--- config.mk ---
export PLATFORM = sky130hd
export DESIGN_NAME = speed_sel_sched_flat
export DESIGN_NICKNAME = d
export VERILOG_FILES = /design/src/rtl/speed_sel_sched_pkg.sv /design/src/rtl/speed_sel_sched_if.sv /design/src/rtl/speed_sel_sched_tick_edge_det.sv /design/src/rtl/speed_sel_sched.sv /design/src/flat_wrapper.sv
export SDC_FILE = /design/constraint.sdc
export NUM_CORES = 1
export LEC_CHECK = 0
export CAP_MARGIN = 15
export CELL_PAD_IN_SITES_DETAIL_PLACEMENT = 1
export CELL_PAD_IN_SITES_GLOBAL_PLACEMENT = 1
export CORE_AREA = 2 2 81 63
export DETAILED_ROUTE_END_ITERATION = 6
export DIE_AREA = 0 0 83 65
export PLACE_DENSITY = 0.79
export REMOVE_ABC_BUFFERS = 1
export SLEW_MARGIN = 20
export SYNTH_ARGS = -nofsm -noshare
export SYNTH_HDL_FRONTEND = slang
export SYNTH_SLANG_ARGS = --single-unit
export TNS_END_PERCENT = 50
--- constraint.sdc ---
create_clock -name Clk -period 4.3 [get_ports Clk]
set_input_delay 0.86 -clock Clk [delete_from_list [all_inputs] [get_ports Clk]]
set_output_delay 0.86 -clock Clk [all_outputs]
set_load 0.05 [all_outputs]
--- src/rtl/speed_sel_sched_pkg.sv ---
`default_nettype none
// ============================================================================
//  Module      : speed_sel_sched_pkg
//  Description : Shared constants for the game-speed scheduler: FSM state
//                codes, divider select codes and a saturating level helper.
//  Revision    : 1.0  initial release
// ============================================================================
package speed_sel_sched_pkg;

   typedef logic [3:0] sel_t;

   // Scheduler state encoding
   localparam logic [2:0] ST_IDLE   = 3'd0;
   localparam logic [2:0] ST_RUN    = 3'd1;
   localparam logic [2:0] ST_HOLD   = 3'd2;
   localparam logic [2:0] ST_PAUSED = 3'd3;
   localparam logic [2:0] ST_OVER   = 3'd4;

   // Select codes understood by the modulated clock divider
   localparam sel_t C_IDLE_SEL  = 4'd0;
   localparam sel_t C_PAUSE_SEL = 4'd1;

   // Compare-then-add so the level can never wrap past the ceiling
   function automatic sel_t satInc(input sel_t lvl, input sel_t maxLvl);
      return (lvl < maxLvl) ? sel_t'(lvl + 4'd1) : lvl;
   endfunction

endpackage
`default_nettype wire

--- src/rtl/speed_sel_sched_if.sv ---
`default_nettype none
// ============================================================================
//  Module      : speed_sel_sched_if
//  Description : Game-control / debug / divider bundle for the scheduler.
//                master = game controller side, slave = scheduler side.
//  Revision    : 1.0  initial release
// ============================================================================
interface speed_sel_sched_if;
   import speed_sel_sched_pkg::*;

   logic DivClk;
   logic Start;
   logic ScoreEvt;
   logic GameOver;
   logic Pause;
   logic DbgEn;
   sel_t DbgSel;
   sel_t SpeedSel;
   sel_t Level;
   logic Running;
   logic SelChg;

   modport master (
      output DivClk, Start, ScoreEvt, GameOver, Pause, DbgEn, DbgSel,
      input  SpeedSel, Level, Running, SelChg
   );

   modport slave (
      input  DivClk, Start, ScoreEvt, GameOver, Pause, DbgEn, DbgSel,
      output SpeedSel, Level, Running, SelChg
   );

endinterface
`default_nettype wire

--- src/rtl/speed_sel_sched_tick_edge_det.sv ---
`default_nettype none
// ============================================================================
//  Module      : tick_edge_det
//  Description : One-flop history of the divider output and a single-cycle
//                pulse on each of its rising edges.
//  Revision    : 1.0  initial release
// ============================================================================
module tick_edge_det (
   input  wire logic Clk,
   input  wire logic Rst,
   input  wire logic DivClk,
   output logic      Tick
);
   logic r_divClkQ;

   // Remember last cycle's divider level
   always_ff @(posedge Clk or negedge Rst) begin
      if (!Rst) begin
         r_divClkQ <= 1'b0;
      end else begin
         r_divClkQ <= DivClk;
      end
   end

   assign Tick = DivClk & ~r_divClkQ;

endmodule
`default_nettype wire

--- src/rtl/speed_sel_sched.sv ---
`default_nettype none
// ============================================================================
//  Module      : speed_sel_sched
//  Description : Game-speed scheduler. Steps the divider select code through
//                start/run/pause/over phases, promotes the level every
//                EVTS_PER_LVL score events and enforces a dwell of
//                DWELL_TICKS divider edges between promotions.
//  Revision    : 1.0  initial release
// ============================================================================
module speed_sel_sched
   import speed_sel_sched_pkg::*;
#(
   parameter sel_t       START_LVL    = 4'd3,
   parameter sel_t       MAX_LVL      = 4'd12,
   parameter logic [7:0] EVTS_PER_LVL = 8'd8,
   parameter logic [7:0] DWELL_TICKS  = 8'd4,
   parameter sel_t       IDLE_SEL     = C_IDLE_SEL,
   parameter sel_t       PAUSE_SEL    = C_PAUSE_SEL
) (
   input  wire logic         Clk,
   input  wire logic         Rst,
   speed_sel_sched_if.slave  bus
);
   logic [2:0] r_state,    w_stateNxt;
   logic       r_resumeHold, w_resumeNxt;
   sel_t       r_level,    w_levelNxt;
   logic [7:0] r_scoreCnt, w_scoreNxt;
   logic [7:0] r_dwellCnt, w_dwellNxt;
   logic       r_pending,  w_pendNxt;
   sel_t       r_speedSel, w_selNxt;
   sel_t       r_selPrev;
   logic       r_selChg;

   logic       w_tick;
   logic       w_scoreWrap;
   logic [7:0] w_scoreInc;
   logic [7:0] w_dwellSum;

   tick_edge_det u_tickDet (
      .Clk    (Clk),
      .Rst    (Rst),
      .DivClk (bus.DivClk),
      .Tick   (w_tick)
   );

   assign w_scoreWrap = bus.ScoreEvt && (r_scoreCnt == EVTS_PER_LVL - 8'd1);
   assign w_scoreInc  = w_scoreWrap ? 8'd0 : r_scoreCnt + 8'd1;
   assign w_dwellSum  = r_dwellCnt + {7'd0, w_tick};

   // Phase sequencing, score counting and dwell-gated promotion
   always_comb begin
      w_stateNxt  = r_state;
      w_resumeNxt = r_resumeHold;
      w_levelNxt  = r_level;
      w_scoreNxt  = r_scoreCnt;
      w_dwellNxt  = r_dwellCnt;
      w_pendNxt   = r_pending;
      case (r_state)
         ST_IDLE: begin
            if (bus.Start) begin
               w_stateNxt = ST_RUN;
               w_levelNxt = START_LVL;
               w_scoreNxt = 8'd0;
               w_dwellNxt = 8'd0;
               w_pendNxt  = 1'b0;
            end
         end
         ST_RUN: begin
            if (bus.GameOver) begin
               w_stateNxt = ST_OVER;
            end else if (bus.Pause) begin
               w_stateNxt  = ST_PAUSED;
               w_resumeNxt = 1'b0;
            end else if (bus.ScoreEvt) begin
               w_scoreNxt = w_scoreInc;
               // At the ceiling the promotion is absorbed and RUN continues
               if (w_scoreWrap && (r_level < MAX_LVL)) begin
                  w_levelNxt = satInc(r_level, MAX_LVL);
                  w_stateNxt = ST_HOLD;
                  w_dwellNxt = 8'd0;
               end
            end
         end
         ST_HOLD: begin
            if (bus.GameOver) begin
               w_stateNxt = ST_OVER;
            end else if (bus.Pause) begin
               w_stateNxt  = ST_PAUSED;
               w_resumeNxt = 1'b1;
            end else begin
               if (bus.ScoreEvt) begin
                  w_scoreNxt = w_scoreInc;
               end
               // Only one promotion may queue behind the dwell window
               w_pendNxt  = r_pending | w_scoreWrap;
               w_dwellNxt = w_dwellSum;
               if (w_dwellSum >= DWELL_TICKS) begin
                  if (w_pendNxt && (r_level < MAX_LVL)) begin
                     w_levelNxt = satInc(r_level, MAX_LVL);
                     w_dwellNxt = 8'd0;
                  end else begin
                     w_stateNxt = ST_RUN;
                  end
                  w_pendNxt = 1'b0;
               end
            end
         end
         ST_PAUSED: begin
            if (bus.GameOver) begin
               w_stateNxt = ST_OVER;
            end else if (!bus.Pause) begin
               w_stateNxt = r_resumeHold ? ST_HOLD : ST_RUN;
            end
         end
         ST_OVER: begin
            if (bus.Start) begin
               w_stateNxt = ST_IDLE;
            end
         end
         default: begin
            w_stateNxt = ST_IDLE;
         end
      endcase
   end

   // Select code: debug override first, then phase-derived code
   always_comb begin
      w_selNxt = IDLE_SEL;
      if (bus.DbgEn) begin
         w_selNxt = bus.DbgSel;
      end else if (r_state == ST_PAUSED) begin
         w_selNxt = PAUSE_SEL;
      end else if ((r_state == ST_RUN) || (r_state == ST_HOLD)) begin
         w_selNxt = r_level;
      end
   end

   // Scheduler state registers
   always_ff @(posedge Clk or negedge Rst) begin
      if (!Rst) begin
         r_state      <= ST_IDLE;
         r_resumeHold <= 1'b0;
         r_level      <= START_LVL;
         r_scoreCnt   <= 8'd0;
         r_dwellCnt   <= 8'd0;
         r_pending    <= 1'b0;
      end else begin
         r_state      <= w_stateNxt;
         r_resumeHold <= w_resumeNxt;
         r_level      <= w_levelNxt;
         r_scoreCnt   <= w_scoreNxt;
         r_dwellCnt   <= w_dwellNxt;
         r_pending    <= w_pendNxt;
      end
   end

   // Registered select plus a change pulse one cycle after it moves
   always_ff @(posedge Clk or negedge Rst) begin
      if (!Rst) begin
         r_speedSel <= IDLE_SEL;
         r_selPrev  <= IDLE_SEL;
         r_selChg   <= 1'b0;
      end else begin
         r_speedSel <= w_selNxt;
         r_selPrev  <= r_speedSel;
         r_selChg   <= (r_speedSel != r_selPrev);
      end
   end

   assign bus.SpeedSel = r_speedSel;
   assign bus.Level    = r_level;
   assign bus.Running  = (r_state == ST_RUN) || (r_state == ST_HOLD);
   assign bus.SelChg   = r_selChg;

endmodule
`default_nettype wire

--- src/flat_wrapper.sv ---
// flat-port wrapper written by rule: the top's interface ports become plain ports
module speed_sel_sched_flat import speed_sel_sched_pkg::*;
#(
   parameter sel_t       START_LVL    = 4'd3,
   parameter sel_t       MAX_LVL      = 4'd12,
   parameter logic [7:0] EVTS_PER_LVL = 8'd8,
   parameter logic [7:0] DWELL_TICKS  = 8'd4,
   parameter sel_t       IDLE_SEL     = C_IDLE_SEL,
   parameter sel_t       PAUSE_SEL    = C_PAUSE_SEL
)
  (Clk, Rst, bus_DivClk, bus_Start, bus_ScoreEvt, bus_GameOver, bus_Pause, bus_DbgEn, bus_DbgSel, bus_SpeedSel, bus_Level, bus_Running, bus_SelChg);
  speed_sel_sched_if bus_i ();
  input  wire logic Clk;
  input  wire logic Rst;
  input wire logic [$bits(bus_i.DivClk)-1:0] bus_DivClk;
  input wire logic [$bits(bus_i.Start)-1:0] bus_Start;
  input wire logic [$bits(bus_i.ScoreEvt)-1:0] bus_ScoreEvt;
  input wire logic [$bits(bus_i.GameOver)-1:0] bus_GameOver;
  input wire logic [$bits(bus_i.Pause)-1:0] bus_Pause;
  input wire logic [$bits(bus_i.DbgEn)-1:0] bus_DbgEn;
  input wire logic [$bits(bus_i.DbgSel)-1:0] bus_DbgSel;
  output wire logic [$bits(bus_i.SpeedSel)-1:0] bus_SpeedSel;
  output wire logic [$bits(bus_i.Level)-1:0] bus_Level;
  output wire logic [$bits(bus_i.Running)-1:0] bus_Running;
  output wire logic [$bits(bus_i.SelChg)-1:0] bus_SelChg;
  assign bus_i.DivClk = bus_DivClk;
  assign bus_i.Start = bus_Start;
  assign bus_i.ScoreEvt = bus_ScoreEvt;
  assign bus_i.GameOver = bus_GameOver;
  assign bus_i.Pause = bus_Pause;
  assign bus_i.DbgEn = bus_DbgEn;
  assign bus_i.DbgSel = bus_DbgSel;
  assign bus_SpeedSel = bus_i.SpeedSel;
  assign bus_Level = bus_i.Level;
  assign bus_Running = bus_i.Running;
  assign bus_SelChg = bus_i.SelChg;
  speed_sel_sched #(.START_LVL(START_LVL), .MAX_LVL(MAX_LVL), .EVTS_PER_LVL(EVTS_PER_LVL), .DWELL_TICKS(DWELL_TICKS), .IDLE_SEL(IDLE_SEL), .PAUSE_SEL(PAUSE_SEL)) u_core (.Clk(Clk), .Rst(Rst), .bus(bus_i));
endmodule
After elaboration in Yosys (flattened, before gate mapping)
Cells that the tools add are included.
W data, S select, Z words.
- add/sub/neg operators: 3
- magnitude comparators: 2
- eq/ne operators: 26
- mux-type cells: 53
- bitwise logic cells: 3
- reductions and logical operators: 16
- operator list (cell ; count):
    $mux W8 ; 13
    $mux W4 ; 13
    $mux W3 ; 12
    $pmux W8 S3 ; 1
    $ne A2 B2 Y1 const B ; 11
    $pmux W8 S2 ; 1
    $pmux W3 S5 ; 1
    $pmux W4 S3 ; 1
    $reduce_and A10 Y1 ; 1
    $reduce_and A5 Y1 ; 2
    $add A8 B1 Y8 ; 1
    $add A8 B1 Y8 const B ; 1
    $eq A8 B3 Y1 const B ; 1
    $ge A8 B3 Y1 const B ; 1
    $mux W1 ; 8
    $ne A2 B1 Y1 const B ; 4
    $ne A4 B3 Y1 const B ; 2
    $ne A4 B4 Y1 const B ; 2
    $reduce_and A8 Y1 ; 1
    $reduce_and A7 Y1 ; 1
    $eq A3 B2 Y1 const B ; 2
    $reduce_bool A2 Y1 ; 3
    $add A4 B1 Y4 const B ; 1
    $lt A4 B4 Y1 const B ; 1
    other kinds (15) ; 18
- register bits: 35
- input port bits: 12
- output and inout port bits: 10
- logic and storage cells: 113

Depth between registers and ports, before layout
Gate-level depths: netlist (run 1).
- word-level depth: 9
- depth in mapped cells: 9

Modules after synthesis
Synthesis (run 1) repeated with hierarchy kept, for this count alone.
- cell total of the unflattened synthesis: 219
- area total of the unflattened synthesis: 1986.9 µm²
- by module, submodules not included (module ; times used ; cells an instance ; area each (µm²) ; sequential area each (µm²)):
    speed_sel_sched ; 1 ; 217 ; 1948.1 ; 853.3
    tick_edge_det ; 1 ; 2 ; 38.8 ; 25.0

Worst setup path after synthesis (run 1)
OpenSTA, ideal clock, no wires.
- path type: in2reg
- start point: input bus_DivClk
- end point: register u_core.r_dwellCnt[4]
- setup time: 0.083 ns
- arrival: 2.777 ns
- required time: 4.217 ns
- path slack: 1.440 ns
- stages: 9
- path buffers: 0
- cells stage by stage: nor2b_1 ha_1 ha_1 nand3_1 o21ai_0 o211ai_1 o21ai_4 or4b_2 o21ai_0
- word-level cells in the longest chain between the ends: 7
- RTL lines (what ; line ; RTL):
    start: declaration ; flat_wrapper.sv:15 ; input wire logic [$bits(bus_i.DivClk)-1:0] bus_DivClk;
    $and A1 B1 Y1 * ; speed_sel_sched_tick_edge_det.sv:25 ; assign Tick = DivClk & ~r_divClkQ;
    $add A8 B1 Y8 * ; speed_sel_sched.sv:48 ; assign w_dwellSum = r_dwellCnt + {7'd0, w_tick};
    $ge A8 B3 Y1 or $mux W8 (tied branches) ; speed_sel_sched.sv:97, speed_sel_sched.sv:98 ;
    $mux W8 * ; speed_sel_sched.sv:97 ; if (w_dwellSum >= DWELL_TICKS) begin
    $mux W8 * ; speed_sel_sched.sv:87 ; end else if (bus.Pause) begin
    $mux W8 * ; speed_sel_sched.sv:85 ; if (bus.GameOver) begin
    $pmux W8 S3 * ; speed_sel_sched.sv:58 ; case (r_state)
    end signal: assignment ; speed_sel_sched.sv:152 ; r_dwellCnt <= w_dwellNxt;
    end: declaration ; speed_sel_sched.sv:28 ; logic [7:0] r_dwellCnt, w_dwellNxt;
Mark *: on every way between the ends. The rest lies on a longest branch, timed or not. The select of a mux whose other input is x is not followed.
A chain may end at the register's enable or synchronous reset.

Worst setup path in the final report (run 1)
- start point: register u_core.r_state[0]
- end point: output bus_Running
- word-level cells in the longest chain between the ends: 2
- RTL lines (what ; line ; RTL):
    start: declaration ; speed_sel_sched.sv:24 ; logic [2:0] r_state, w_stateNxt;
    start signal: assignment ; speed_sel_sched.sv:148 ; r_state <= w_stateNxt;
    $eq A3 B1 Y1 or $eq A3 B2 Y1 (tied branches) ; speed_sel_sched.sv:172 ; assign bus.Running = (r_state == ST_RUN) || (r_state == ST_HOLD);
    $logic_or A1 B1 Y1 * ; speed_sel_sched.sv:172 ;
    end: declaration ; flat_wrapper.sv:24 ; output wire logic [$bits(bus_i.Running)-1:0] bus_Running;
Mark *: on every way between the ends. The rest lies on a longest branch, timed or not.

==> flow_summary.ini, run 1 <==
[synthesis]
netlist_top_cells_area = dfrtp_1 (40%), nand2_1 (6.4%), o21ai_0 (4.9%), a21oi_1 (3.2%), nand3_1 (2.7%)
synthDistinctLibCells = 54
yosysSeqAreaShare = 0.429
synth_xor_xnor_area_share = 0.0300
synthFlopType = dfrtp_1
synth_top_family_by_area = simple AND/OR/NAND/NOR gates
synth_edf_count = 0
yosys.area_share.simple = 0.264
syn-cell-area_um2 = 2050
synthMuxAreaShare = 0.0153
synth_compound_area_frac = 0.202
synth_top_cell_area_share = 0.404
synth_common_cells = nand2_1 (35), dfrtp_1 (33), o21ai_0 (20)
synth.avg_cell_area_um2 = 8.97
synth.largest_area_cell = dfrtp_1
synth_most_common_cell = nand2_1
synthCells = 228
yosys_warnings = 0
synthAdderAreaFrac = 0.0294
synth-seq-cells = 35
async_flop_share = 1.00

[critical_path]
path_depth = 4
required_ns = 3.44
slowest_stage = clkdlybuf4s50_1
startpoint = u_core.r_state[0]$_DFFE_PN0P_
slowest_delay_ns = 0.86
path_class = register to output port
crit_family = buffers and inverters
rr_worst_depth = 9
crit_chain = nand2b_1 -> a21o_1 -> inv_1 -> clkdlybuf4s50_1
worstPathBufferInverterCount = 2
reg2reg_from = u_core.u_tickDet.r_divClkQ$_DFF_PN0_
cp.arrival_ns = 2.57
end_kind = output port
reg2reg_setup_slack_ns = 1.64
critPathLaunchType = register
cp_max_fo = 15

[pwr]
swShare = 0.435
p_leak_nw = 0.958
vdd_ir_drop_max_uv = 374
seq_power_share = 0.353
comb_power_share = 0.449
clkPwrFrac = 0.199
p_int_mw = 0.813
power.switching_mw = 0.627
powerDensity_nw_per_um2 = 603
finalPower_mw = 1.44

[clock_network]
clock-root-buffer = clkbuf_8
clkLatencyLatePin_ns = 0.29
cts.clk_slew.worst_paths_ns = 0.07
cts_max_level = 2
cts_resized = 0
clk_path_buf_depth = 2
cts_setup_buffers = 0
ctsHoldBuffers = 0
cts_tree = built
cts_sinks = 35
cts_made_buffers = 5

[layout]
n_antenna_cell = 0
post-route-util = 0.508
nets = 264
final_cell_area_um2 = 2390
fin_cells = 308
area_delta_synth_final_pct = 16.8
drive_gt1_frac = 0.0806

[floorplanning]
core_um2 = 4710
rows = 22
start_util = 0.435
die_x_um = 83
die_area_um2 = 5400
num_io_pins = 22
dieHeight_um = 65

[routing]
first_iter_violations = 97
firstDrtPassIters = 4
viasPerCell = 5.73
wirelength_um = 5050
drc = 0
ant_nets = 0
wire_per_inst_um = 16.4
num_vias = 1765

[sta]
fin_ws_ns = 0.874
rsz0062_at_grt = false
tightestPinTransition_ns = 0.783
relSlewSlack = 0.478
fmax_ghz = 0.292
skew_ns = 0.0101
setup_viol = 0
period_share = 0.797
holdWs_ns = 0.422
slew_violations = 0
setup_tns_ns = 0
finalCriticalPeriod_ns = 3.43
hold_viol_final = 0

[place]
dpl.cell_count = 301
port_buffers = 21
pre_cts_slack_ns = 0.657
dp_hpwl_um = 3630
gp_congestion = 0.770
dpl_cell_area_um2 = 2290

[global_route]
track_usage = 0.208
grt_pass1_vias = 1809
overflow = 0
grt_max_degree = 36
grt_antenna_before_repair = 0
grt_pass1_wl_um = 8870

[min_path]
holdCritPathClass = register to register
holdPathStages = 0
min-delay-start = u_core.bus.SpeedSel[2]$_DFF_PN0_

[run_status]
status = finished clean

[flow_run]
max-cap-violations = 0
## worst reg2reg max path, delay by kind of cell (launching register included)
| family | cells | cell delay (ns) |
|---|---|---|
| AOI/OAI and AO/OA | 4 | 0.82 |
| adders and majority gates | 2 | 0.47 |
| DFF | 1 | 0.36 |
| and+or+nand+nor | 3 | 0.92 |
## state kept, by name (all words and copies together) (netlist names)
register                    flops
u_core.r_dwellCnt               8
u_core.u_tickDet.r_divClkQ      1
u_core.bus.Level                4
u_core.bus.SpeedSel             4
u_core.r_resumeHold             1
u_core.bus.SelChg               1
u_core.r_selPrev                4
u_core.r_pending                1
u_core.r_scoreCnt               8
u_core.r_state                  3
## power by group through the flow
stage | combinational [mW] | sequential (mW) | clock, mW
after floorplan | 0.360 | 0.578 | 0
after global placement | 0.632 | 0.510 | 0
after detailed placement | 0.644 | 0.514 | 0
after CTS | 0.649 | 0.509 | 0.296
after global routing | 0.709 | 0.525 | 0.314
final | 0.646 | 0.508 | 0.286
## placed cells by master, fill, tap and decap left out, drive strengths merged, types with 2 or more instances in the layout
cell type      instances
nor2                  14
dfrtp                 33
o31ai                  6
ha                     4
nand4                  2
and2                   3
clkbuf                 6
inv                    6
a31oi                  2
o21bai                 2
mux2i                  2
nand2b                 7
xnor2                  6
clkdlybuf4s50         20
nor4b                  2
nand3b                 2
nor3                   7
a21oi                 13
nand2                 35
nor4                   3
a22o                   2
nand3                 11
nor3b                  2
or4                    2
o21ai                 22
dfstp                  2
nor2b                  3
or3                    2
a21o                   4
## cell type report
cell class	count	area, µm²
clock buffers	6	72.6
clock inverters	1	30.0
fillers	549	2320
inverters	6	22.5
multi-input cells	179	1110
flip-flops and latches	35	878
well taps	60	75.1
repair buffers	21	205
## per-layer routing
| layer | up-vias | global-route usage | share of wire |
|---|---|---|---|
| li1 | 860 | - | - |
| met5 | - | 0 | 0 |
| met3 | 4 | 0.0408 | 0.031 |
| met2 | 34 | 0.331 | 0.44 |
| met4 | 0 | 0.0574 | 0.0079 |
| met1 | 867 | 0.291 | 0.52 |
## worst paths after layout
| check | endpoint |
|---|---|
| setup / recovery | bus_Running |
| hold / removal | u_core.r_selPrev[2]$_DFF_PN0_ |
| setup reg to reg | u_core.r_dwellCnt[4]$_DFFE_PN0P_ |
| hold reg to reg | u_core.r_selPrev[2]$_DFF_PN0_ |
| max in group asynchronous | u_core.r_pending$_DFFE_PN0P_ |
| min in group asynchronous | u_core.r_scoreCnt[3]$_DFFE_PN0P_ |
## cell families (layout without fill, tap and decap cells)
kind of cell | count (synthesis) | after routing
buffers and inverters | 14 | 34
xor gates and xnor gates | 7 | 7
DFF | 35 | 35
muxes | 3 | 3
and+or+nand+nor | 101 | 101
adders and majority gates | 5 | 5
AOI/OAI and AO/OA | 63 | 63
(Power assumes the default switching activity.)
==> run 2: changes to the inputs <==
--- a/config.mk
+++ b/config.mk
@@ -8,10 +8,10 @@
 export CAP_MARGIN = 15
 export CELL_PAD_IN_SITES_DETAIL_PLACEMENT = 1
 export CELL_PAD_IN_SITES_GLOBAL_PLACEMENT = 1
-export CORE_AREA = 2 2 81 63
+export CORE_AREA = 2 2 83 65
 export DETAILED_ROUTE_END_ITERATION = 6
-export DIE_AREA = 0 0 83 65
-export PLACE_DENSITY = 0.79
+export DIE_AREA = 0 0 85 67
+export PLACE_DENSITY = 0.75
 export REMOVE_ABC_BUFFERS = 1
 export SLEW_MARGIN = 20
 export SYNTH_ARGS = -nofsm -noshare
==> constraint.sdc (replaced) <==
create_clock -name Clk -period 3.6 [get_ports Clk]
set_input_delay 0.72 -clock Clk [delete_from_list [all_inputs] [get_ports Clk]]
set_output_delay 0.72 -clock Clk [all_outputs]
set_load 0.05 [all_outputs]
==> flow_summary.ini, run 2 (synthesized netlist as in run 1, its figures left out) <==
[critical_path]
critPathLaunchType = input pin
cp_max_fo = 8
cp.arrival_ns = 3.47
path_class = input pin to register
end_kind = register
required_ns = 3.81

[clock_network]
ctsHoldBuffers = 0
cts_tree = built
cts_sinks = 35
clock-root-buffer = clkbuf_8
clk_path_buf_depth = 2
clkLatencyLatePin_ns = 0.29
cts_resized = 0
cts.clk_slew.worst_paths_ns = 0.08
cts_max_level = 2
cts_made_buffers = 5
cts_setup_buffers = 0

[sta]
tightestPinTransition_ns = 0.812
rsz0062_at_grt = false
setup_viol = 0
slew_violations = 0
finalCriticalPeriod_ns = 3.26
fmax_ghz = 0.307
setup_tns_ns = 0
hold_viol_final = 0
period_share = 0.904
skew_ns = 0.00923
relSlewSlack = 0.459

[routing]
wirelength_um = 5280
num_vias = 1782
viasPerCell = 5.66
first_iter_violations = 82
drc = 0
wire_per_inst_um = 16.8
firstDrtPassIters = 4
ant_nets = 0

[place]
gp_congestion = 0.789
dp_hpwl_um = 3820
port_buffers = 21

[global_route]
grt_max_degree = 36
grt_antenna_before_repair = 0
overflow = 0
grt_pass1_wl_um = 9230
track_usage = 0.211
use_met1 = 0.293
grt_pass1_vias = 1850
busiest_layer = met2
met3_usage = 0.0434
grt_util_met2 = 0.331

[layout]
n_antenna_cell = 0
area_delta_synth_final_pct = 19.8
layout_commonest_cell = nand2_1
n_fill_cell = 576
layout_common_cells = nand2_1 (35), dfrtp_1 (33), o21ai_0 (20), clkdlybuf4s50_1 (20), nor2_1 (14)
drive_gt1_frac = 0.110
nets = 270
reg_top3 = u_core.r_dwellCnt: 8 flops, u_core.r_scoreCnt: 8 flops
post-route-util = 0.509

[floorplanning]
core_um2 = 4820
start_util = 0.425
rows = 22
die_x_um = 85
die_area_um2 = 5700
dieHeight_um = 67
num_io_pins = 22

[run_status]
status = finished clean

[pwr]
p_leak_nw = 0.996
powerDensity_nw_per_um2 = 732
vdd_ir_drop_max_uv = 404

[min_path]
holdCritPathClass = register to register

[flow_run]
max-cap-violations = 0
-- run 2: cell count changes in the layout (fill, tap and decap cells not counted) --
cell / delta
clkbuf_8: +1
buf_4: +6
clkbuf_1: -1
clkinv_2: +1
-- run 2: worst paths after layout --
check	end	startpoint	cells past startpoint	slack, ns
max	u_core.r_dwellCnt[4]$_DFFE_PN0P_	bus_DivClk	10	0.34
min	u_core.r_selPrev[0]$_DFF_PN0_	u_core.bus.SpeedSel[0]$_DFF_PN0_	0	0.43
max reg2reg	u_core.r_dwellCnt[4]$_DFFE_PN0P_	u_core.u_tickDet.r_divClkQ$_DFF_PN0_	9	0.90
min reg2reg	u_core.r_selPrev[0]$_DFF_PN0_	u_core.bus.SpeedSel[0]$_DFF_PN0_	0	0.43
max in group asynchronous	u_core.r_dwellCnt[4]$_DFFE_PN0P_	Rst	1	2.57
min in group asynchronous	u_core.r_scoreCnt[2]$_DFFE_PN0P_	Rst	1	0.51
-- run 2: power by group --
group	switching, mW	leakage [nW]	total (mW)	internal [mW]
Sequential	0.122	0.457	0.603	0.481
Clock	0.152	0.0612	0.377	0.224
Combinational	0.493	0.477	0.814	0.321
Total	0.768	0.996	1.79	1.03
-- run 2: critical path, cell delays in order --
cell	delay, ns
clkdlybuf4s50_1	0.47
nor2b_1	0.13
ha_1	0.19
ha_1	0.27
nand3_1	0.21
o21ai_0	0.23
o211ai_1	0.23
o21ai_4	0.33
or4b_2	0.61
o21ai_0	0.09
-- run 2: layout make-up --
type                            count  area [µm²]  area share
Clock inverter                      2        35.0      0.0143
Timing Repair Buffer               27         250       0.102
Sequential cell                    35         878       0.359
Tap cell                           60        75.1      0.0306
Inverter                            6        22.5     0.00919
Clock buffer                        6        82.6      0.0337
Multi-Input combinational cell    179        1110       0.451
-- run 2: metrics by stage --
stage | worst slack, ns | hold slack [ns] | power, mW | cell area, µm² | instances
2_1_floorplan | 0.879 | 0.424 | 1.12 | 2010 | 220
3_3_place_gp | 0.254 | 0.403 | 1.41 | 2330 | 307
3_5_place_dp | 0.0750 | 0.409 | 1.42 | 2330 | 307
4_1_cts | 0.342 | 0.427 | 1.81 | 2450 | 315
5_1_grt | 0.0970 | 0.442 | 1.92 | 2450 | 315
6_report | 0.345 | 0.425 | 1.79 | 2450 | 315
-- run 2: metal layers --
| metal | routed length (µm) | up-vias | part of all wire |
|---|---|---|---|
| met5 | 0 | - | 0 |
| met3 | 197 | 7 | 0.037 |
| met2 | 2260 | 28 | 0.43 |
| met4 | 48 | 0 | 0.0091 |
| met1 | 2780 | 871 | 0.53 |
| li1 | - | 876 | - |
==> run 3: changes to the inputs <==
--- a/config.mk
+++ b/config.mk
@@ -8,10 +8,11 @@
 export CAP_MARGIN = 15
 export CELL_PAD_IN_SITES_DETAIL_PLACEMENT = 1
 export CELL_PAD_IN_SITES_GLOBAL_PLACEMENT = 1
-export CORE_AREA = 2 2 83 65
+export CORE_AREA = 2 2 79 62
 export DETAILED_ROUTE_END_ITERATION = 6
-export DIE_AREA = 0 0 85 67
-export PLACE_DENSITY = 0.75
+export DIE_AREA = 0 0 81 64
+export DONT_BUFFER_PORTS = 1
+export PLACE_DENSITY = 0.74
 export REMOVE_ABC_BUFFERS = 1
 export SLEW_MARGIN = 20
 export SYNTH_ARGS = -nofsm -noshare
==> flow_summary.ini, run 3 (synthesized netlist as in run 1, its figures left out) <==
[floorplanning]
start_util = 0.469
num_io_pins = 22
die_area_um2 = 5180
rows = 21
die_x_um = 81
core_um2 = 4360
dieHeight_um = 64

[sta]
hold_viol_final = 0
fin_ws_ns = 0.869
slew_violations = 0
tightestPinTransition_ns = 0.695
skew_ns = 0.0106
period_share = 0.759
fmax_ghz = 0.366
rsz0062_at_grt = false
relSlewSlack = 0.536
finalCriticalPeriod_ns = 2.73
setup_viol = 0
setup_tns_ns = 0

[critical_path]
reg2reg_setup_slack_ns = 0.94
reg2reg_from = u_core.u_tickDet.r_divClkQ$_DFF_PN0_
cp_max_fo = 8
end_kind = register
required_ns = 3.80
path_class = input pin to register
cp.arrival_ns = 2.93
regToRegEndpoint = u_core.r_dwellCnt[4]$_DFFE_PN0P_
critPathLaunchType = input pin
rr_worst_depth = 9

[layout]
n_fill_cell = 531
multiInputGateArea_um2 = 1110
layout_commonest_cell = nand2_1
drive_gt1_frac = 0.0921
regArea_um2 = 878
layout_common_cells = nand2_1 (35), dfrtp_1 (33), o21ai_0 (20), nor2_1 (14), a21oi_1 (13)
reg_top3 = u_core.r_dwellCnt: 8 flops, u_core.r_scoreCnt: 8 flops
nets = 243
n_antenna_cell = 0
area_delta_synth_final_pct = 5.93

[routing]
wire_per_inst_um = 18.8
wirelength_um = 5360
drc = 0
viasPerCell = 6.12
num_vias = 1744
firstDrtPassIters = 4
first_iter_violations = 45
ant_nets = 0

[clock_network]
cts_setup_buffers = 0
cts_max_level = 2
cts.clk_slew.worst_paths_ns = 0.09
clkLatencyLatePin_ns = 0.29
ctsHoldBuffers = 0
clock-root-buffer = clkbuf_8
cts_sinks = 35
cts_tree = built
cts_resized = 0
clk_path_buf_depth = 2
cts_made_buffers = 5

[flow_run]
max-cap-violations = 0

[global_route]
grt_max_degree = 36
grt_antenna_before_repair = 0
grt_pass1_vias = 1823
overflow = 0
track_usage = 0.224
grt_pass1_wl_um = 8930

[run_status]
status = finished clean

[place]
port_buffers = 0
dp_hpwl_um = 3870
gp_congestion = 0.816
pre_cts_slack_ns = 0.593

[pwr]
powerDensity_nw_per_um2 = 729
vdd_ir_drop_max_uv = 339
p_leak_nw = 0.865

[min_path]
holdCritPathClass = input pin to asynchronous set/reset pin
[run 3: cell count changes in the layout (fill, tap and decap cells not counted)]
cell             previous run  this run
clkdlybuf4s50_1            20         0
buf_4                       6         0
clkinvlp_4                  0         2
buf_2                       1         0
bufinv_16                   1         0
clkbuf_8                    6         5
[run 3: power by group]
group          total, mW  internal (mW)  switching (mW)
logic              0.559          0.213           0.346
clock network      0.293          0.135           0.158
registers          0.728          0.480           0.248
[run 3: worst max path at each step]
stage | start | endpoint | slack, ns | cells past startpoint
3_5_place_dp | bus_DivClk | u_core.r_dwellCnt[4]$_DFFE_PN0P_ | 0.59 | 9
5_1_grt | bus_DivClk | u_core.r_dwellCnt[4]$_DFFE_PN0P_ | 0.73 | 9
3_3_place_gp | bus_DivClk | u_core.r_dwellCnt[4]$_DFFE_PN0P_ | 0.78 | 9
2_1_floorplan | bus_DivClk | u_core.r_dwellCnt[4]$_DFFE_PN0P_ | 0.88 | 9
4_1_cts | u_core.r_state[0]$_DFFE_PN0P_ | bus_Running | 0.88 | 3
6_report | bus_DivClk | u_core.r_dwellCnt[4]$_DFFE_PN0P_ | 0.87 | 9
[run 3: per-stage QoR]
stage | hold slack, ns | util | instances | area (µm²) | total power, mW
after floorplan | 0.424 | - | 220 | 2010 | 1.12
after global placement | 0.425 | 0.476 | 277 | 2080 | 1.25
after detailed placement | 0.425 | 0.476 | 277 | 2080 | 1.29
after CTS | 0.0994 | 0.497 | 285 | 2170 | 1.59
after global routing | 0.0963 | 0.497 | 285 | 2170 | 1.69
final | 0.107 | 0.497 | 285 | 2170 | 1.58
[run 3: area by class of cell]
class | count | area share
Tap cell | 57 | 0.0329
Inverter | 6 | 0.0104
Multi-Input combinational cell | 179 | 0.510
Sequential cell | 35 | 0.405
Clock inverter | 3 | 0.00924
Clock buffer | 5 | 0.0318
[run 3: critical path: stages]
cell      delay, ns
nor2b_1        0.11
ha_1           0.20
ha_1           0.27
nand3_1        0.21
o21ai_0        0.22
o211ai_1       0.20
o21ai_4        0.30
or4b_2         0.60
o21ai_0        0.10
[run 3: layer usage]
metal,share of wire,wire length [µm],vias up,track usage
li1,-,-,829,-
met1,0.48,2560,873,0.296
met2,0.47,2510,33,0.370
met3,0.046,244,9,0.0494
met4,0.010,55,0,0.0614
met5,0,0,-,0
